## src/rtl/iddmm_col_acc_128.sv

```systemverilog
// Column accumulator behind the IDDMM 128x128 multiplier: sums each column's products, emits one
// K-bit word per column end, then flushes two high words. Optional macro: IDDMM_COL_ACC_OVF_CHECK_EN.
module iddmm_col_acc_128 #(
   parameter int unsigned K     = 128,
   parameter int unsigned GUARD = 8
) (
   input  logic           i_clk,
   input  logic           i_rst,
   input  logic           i_start,
   input  logic           i_in_valid,
   output logic           o_in_ready,
   input  logic [2*K-1:0] i_in_prod,
   input  logic           i_in_col_end,
   input  logic           i_in_last,
   output logic           o_out_valid,
   input  logic           i_out_ready,
   output logic [K-1:0]   o_out_word,
   output logic           o_out_last,
   output logic           o_done,
   output logic           o_ovf
);

   localparam int unsigned AW = 2 * K + GUARD;

   typedef enum logic [1:0] {StIdle, StAcc, StFlush} state_t;

   state_t         r_state;
   state_t         w_state_nxt;
   logic [AW-1:0]  r_acc;
   logic [K-1:0]   r_out_word;
   logic           r_out_valid;
   logic           r_out_last;
   logic           r_done;
   logic [1:0]     r_flush_cnt;

   logic           w_out_free;
   logic           w_out_hs;
   logic           w_accept;
   logic           w_col_end;
   logic           w_flush_emit;
   logic           w_clear;
   logic           w_ovf;
   logic [AW-1:0]  w_sum;

   assign w_out_free   = !r_out_valid || i_out_ready;
   assign w_out_hs     = r_out_valid && i_out_ready;
   assign w_accept     = i_in_valid && o_in_ready;
   // A stray in_last closes its column so the result stays consistent.
   assign w_col_end    = i_in_col_end || i_in_last;
   assign w_flush_emit = (r_state == StFlush) && w_out_free && (r_flush_cnt != 2'd2);
   assign w_clear      = (r_state == StIdle) && i_start;
   assign w_sum        = r_acc + AW'(i_in_prod);

   always_ff @(posedge i_clk or posedge i_rst) begin
      if (i_rst) begin
         r_state <= StIdle;
      end else begin
         r_state <= w_state_nxt;
      end
   end

   always_comb begin
      w_state_nxt = r_state;
      unique case (r_state)
         StIdle:  if (i_start) w_state_nxt = StAcc;
         StAcc:   if (w_accept && i_in_last) w_state_nxt = StFlush;
         StFlush: if (w_out_hs && r_out_last) w_state_nxt = StIdle;
         default: w_state_nxt = StIdle;
      endcase
   end

   always_comb begin
      o_in_ready  = (r_state == StAcc) && w_out_free;
      o_out_valid = r_out_valid;
      o_out_word  = r_out_word;
      o_out_last  = r_out_last;
      o_done      = r_done;
      o_ovf       = w_ovf;
   end

   always_ff @(posedge i_clk or posedge i_rst) begin
      if (i_rst) begin
         r_acc       <= '0;
         r_flush_cnt <= '0;
         r_out_word  <= '0;
         r_out_valid <= 1'b0;
         r_out_last  <= 1'b0;
         r_done      <= 1'b0;
      end else begin
         if (w_clear) begin
            r_acc       <= '0;
            r_flush_cnt <= '0;
         end else if (w_accept) begin
            r_acc <= w_col_end ? (w_sum >> K) : w_sum;
         end else if (w_flush_emit) begin
            r_acc       <= r_acc >> K;
            r_flush_cnt <= r_flush_cnt + 2'd1;
         end

         // Single-entry output register; reload may coincide with drain.
         if (w_accept && w_col_end) begin
            r_out_word  <= w_sum[K-1:0];
            r_out_valid <= 1'b1;
            r_out_last  <= 1'b0;
         end else if (w_flush_emit) begin
            r_out_word  <= r_acc[K-1:0];
            r_out_valid <= 1'b1;
            r_out_last  <= (r_flush_cnt == 2'd1);
         end else if (w_out_hs) begin
            r_out_valid <= 1'b0;
            r_out_last  <= 1'b0;
         end

         r_done <= w_out_hs && r_out_last;
      end
   end

`ifdef IDDMM_COL_ACC_OVF_CHECK_EN
   logic [GUARD:0] r_col_cnt;
   logic           r_ovf;

   // Top counter bit set means 2**GUARD products already sit in this column.
   always_ff @(posedge i_clk or posedge i_rst) begin
      if (i_rst) begin
         r_col_cnt <= '0;
         r_ovf     <= 1'b0;
      end else if (w_clear) begin
         r_col_cnt <= '0;
         r_ovf     <= 1'b0;
      end else if (w_accept) begin
         if (r_col_cnt[GUARD]) r_ovf <= 1'b1;
         if (w_col_end) begin
            r_col_cnt <= '0;
         end else if (!(&r_col_cnt)) begin
            r_col_cnt <= r_col_cnt + (GUARD + 1)'(1);
         end
      end
   end

   assign w_ovf = r_ovf;
`else
   assign w_ovf = 1'b0;
`endif

endmodule
```

## config.mk

```make
export PLATFORM = sky130hd
export DESIGN_NAME = iddmm_col_acc_128
export DESIGN_NICKNAME = d
export VERILOG_FILES = /design/src/rtl/iddmm_col_acc_128.sv
export SDC_FILE = /design/constraint.sdc
export NUM_CORES = 2
export LEC_CHECK = 0
export CORE_MARGIN = 5
export CORE_UTILIZATION = 30
export DETAILED_ROUTE_END_ITERATION = 7
export PLACE_DENSITY = 0.5
export SLEW_MARGIN = 10
export SYNTH_ARGS = -nofsm -noshare
export SYNTH_HDL_FRONTEND = slang
export SYNTH_SLANG_ARGS = --single-unit
```

## constraint.sdc

```tcl
create_clock -name i_clk -period 40.1 [get_ports i_clk]
set_input_delay 6.015 -clock i_clk [delete_from_list [all_inputs] [get_ports i_clk]]
set_output_delay 6.015 -clock i_clk [all_outputs]
set_load 0.02 [all_outputs]
```

==> qor.csv <==
metric,value,unit
origin of the critical flop-to-flop path,r_acc[2],
residual DRC count,0,
post-synth top area share,27.2,%
flop and latch count out of synthesis,399,
starting density of the core,30.2,%
net count after synthesis,5440,
global route total overflow,0,
total detailed-routing wirelength,193000,µm
Pre-Repair DR Iteration Count,8,
Ports,396,
post-route minimum period,13.67,ns
WL per Instance,28.5,µm
library cell used as clock root buffer,sky130_fd_sc_hd__clkbuf_16,
Startpoint Class,input pin,
adder and majority gate portion of the synthesized area,8.85,%
hold path startpoint,o_out_word[58],
maximum clock frequency,73.1,MHz
Resized Gates After CTS,0,
setup TNS,0,ns
multiplexer share of the synthesized area,0.491,%
type of element capturing the critical path,output port,
drt first-iter violations,4156,
Peak VDD IR,0.0000518,V
die area,129000,µm²
setup violation total in the final timing report,0,
number of rows in the core area,128,
layout overhead on the synthesized area,19.1,%
worst-case setup margin in the final layout,26.43,ns
XOR/XNOR share of the synthesized area,6.11,%
DRT antenna net count,0,
library cell contributing the largest single delay on the critical path,sky130_fd_sc_hd__clkdlybuf4s50_1,
RePlAce Congestion,0.992,
max_slew headroom,13.7,%
Critical Setup Path Class,input pin to output port,
required time reported for the critical path endpoint,34.08,ns
run status,"complete, no violations",
crit share post-route,34.1,%
post-synthesis cell area,36700,µm²
CP Cell Sequence,"clkdlybuf4s50_1, nor2b_1, nor3b_1, clkdlybuf4s50_1",
final number of max-transition violations,0,
number of buffers inserted during clock tree synthesis,54,
Synth Area in Compound Gates,31.3,%
NumNets Final,5629,
number of setup buffers added after CTS,0,
Max Clock Skew,0.0557,ns
CTS tree,done,
start point of the critical path,i_out_ready,
cell repeated most along the worst path,sky130_fd_sc_hd__clkdlybuf4s50_1,
"critical path fanouts, max",4,
aggregate global-route resource usage,28.3,%
clock-pin transition on the worst setup and hold timing paths,0.05,ns
count of distinct cell types in the synthesized netlist,98,
maximum number of pins on one net before global-route repair,185,
total core area,122000,µm²
proportion of synthesized chip area in sequential cells,27.2,%
number of buffers and inverters on the critical path,2,
type of the worst min-delay path,flip-flop to flip-flop,
synthesized area per cell,7.46,µm²
"Warnings, synthesis",0,
Post-Synthesis Cells,4918,
half-perimeter wire length of the detailed placement result,155000,µm
static leakage,18.3,nW
Fillers,13100,
Chip Width,360,µm
biggest area contributors in the synthesized netlist,"sky130_fd_sc_hd__dfrtp_1, sky130_fd_sc_hd__ha_1, sky130_fd_sc_hd__a21oi_1",
"Largest stage delay, worst path",0.69,ns
CTS H-tree lvls,2,
Post-Synth Simple-Gate Area,21.7,%
count of flip-flops with a built-in enable after synthesis,0,
"FFs w/ async S/R, synth",100,%
share of cells above drive strength 1,4.10,%
number of buffers between clock root and the deepest sink,3,
setup repair after global routing missed its margin,false,
die extent in y,360,µm
vias in the first global route,38900,
actual slew at the worst max-slew pin,1.29,ns
pwr/cell area,75.5,nW/µm²
routed vias,40400,
predominant post-synthesis flop cell,sky130_fd_sc_hd__dfrtp_1,
most used cells in the layout excluding fill and tap cells,"sky130_fd_sc_hd__nand2_1, sky130_fd_sc_hd__a21oi_1, sky130_fd_sc_hd__o21ai_0, sky130_fd_sc_hd__dfrtp_1, sky130_fd_sc_hd__clkdlybuf4s50_1",
number of max-cap violations,0,
first-pass GRT wire length,275000,µm
clock insertion delay at the later pin of the skew report,0.70,ns
"commonest non-fill, non-tap cell in the layout",sky130_fd_sc_hd__nand2_1,
kind of cell adding the most delay to the critical path,buffers and inverters,
number of buffers inserted by port buffering,394,
dominant cell type by area after synthesis,sky130_fd_sc_hd__dfrtp_1,
dominant combinational cell family by area after synthesis,compound AO/OA/AOI/OAI gates,
worst-case setup slack after placement,26.41,ns
post-DR vias/cell,5.97,
endpoint arrival time on the critical path,7.66,ns
count of clock tree sinks,399,
number of hold violations in the final report,0,
# hold bufs at CTS,0,
worst hold slack,0.497,ns
antenna violations before repair,10,
-- cell families (layout without fill, tap and decap cells) --
logic type                 after synthesis  count (layout)
xor gates and xnor gates               256             256
DFF                                    399             399
buffers and inverters                  400             633
adders and majority gates              259             259
other                                    1               5
muxes                                   18              18
and+or+nand+nor                       1763            1763
AOI/OAI and AO/OA                     1822            1822
-- registers in the layout, indices dropped and copies added (netlist names) --
signal       count
o_done           1
o_out_last       1
o_out_valid      1
o_out_word     128
r_acc          264
r_flush_cnt      2
r_state          2
-- tightest hold or removal path: stages, from the launching register on --
cell	delay, ns
sky130_fd_sc_hd__dfrtp_1	0.34
sky130_fd_sc_hd__a22oi_1	0.07
sky130_fd_sc_hd__nand2_1	0.05
-- through the flow --
stage / power, W / instance area, µm² / cells / utilization (%)
finish: 0.00330 / 43700 / 6780 / 35.9
CTS: 0.00327 / 43700 / 6776 / 35.9
global route: 0.00347 / 43700 / 6778 / 35.9
global placement: 0.00273 / 41900 / 6676 / 34.4
floorplan: 0.00191 / 36700 / 4918 / -
detailed placement: 0.00273 / 41900 / 6676 / 34.4
-- synthesized netlist by cell type (all sizes together) (9+ instances only) --
master,instances
dfrtp,399
a22o,47
nor2,397
o21bai,98
o21a,45
or2,19
nand3,41
nor3,85
a222oi,33
o221ai,52
a211oi,33
a21o,113
nand4,151
clkbuf,270
o211ai,10
xnor2,155
nand2,800
o21ai,450
a21oi,618
and2,29
nor2b,20
buf,25
a221oi,37
or3,31
a221o,18
xor2,101
ha,258
inv,101
nand2b,22
a21boi,29
o31ai,34
and3,113
a31oi,85
a22oi,45
o41ai,9
mux2i,18
nor4,26
-- cell type report --
cell class / instances / area, µm² / share of cell area [%]
Multi-Input combinational cell: 4119 / 25200 / 57.6
Sequential cell: 399 / 9980 / 22.8
Timing Repair Buffer: 432 / 4280 / 9.79
Tap cell: 1625 / 2030 / 4.65
Clock buffer: 75 / 1580 / 3.62
Inverter: 101 / 387 / 0.885
Clock inverter: 25 / 262 / 0.598
Antenna cell: 4 / 10.0 / 0.0229
-- path summary, 6_finish.rpt --
| kind | end | slack (ns) | cells after the start |
|---|---|---|---|
| worst min register to register | o_out_word[58] | 0.50 | 2 |
| worst max-delay path | o_in_ready | 26.43 | 4 |
| worst min-delay path | o_out_word[58] | 0.50 | 2 |
| min in group asynchronous | r_acc[57] | 5.85 | 2 |
| worst max register to register | r_acc[249] | 33.40 | 17 |
| max in group asynchronous | r_acc[113] | 32.10 | 4 |
-- per-layer routing --
| metal | share of wire, % | track usage (%) |
|---|---|---|
| met3 | 6.6 | 3.73 |
| met1 | 45 | 39.2 |
| met4 | 3.7 | 9.53 |
| met5 | 0 | 0 |
| met2 | 45 | 45.4 |
-- report_power, final --
| group | switching, W | internal, W | total (W) |
|---|---|---|---|
| sequential | 0.000157 | 0.000556 | 0.000714 |
| combinational | 0.00138 | 0.000691 | 0.00207 |
| clock | 0.000217 | 0.000301 | 0.000518 |
No activity file was read; power rests on OpenSTA's default activity.
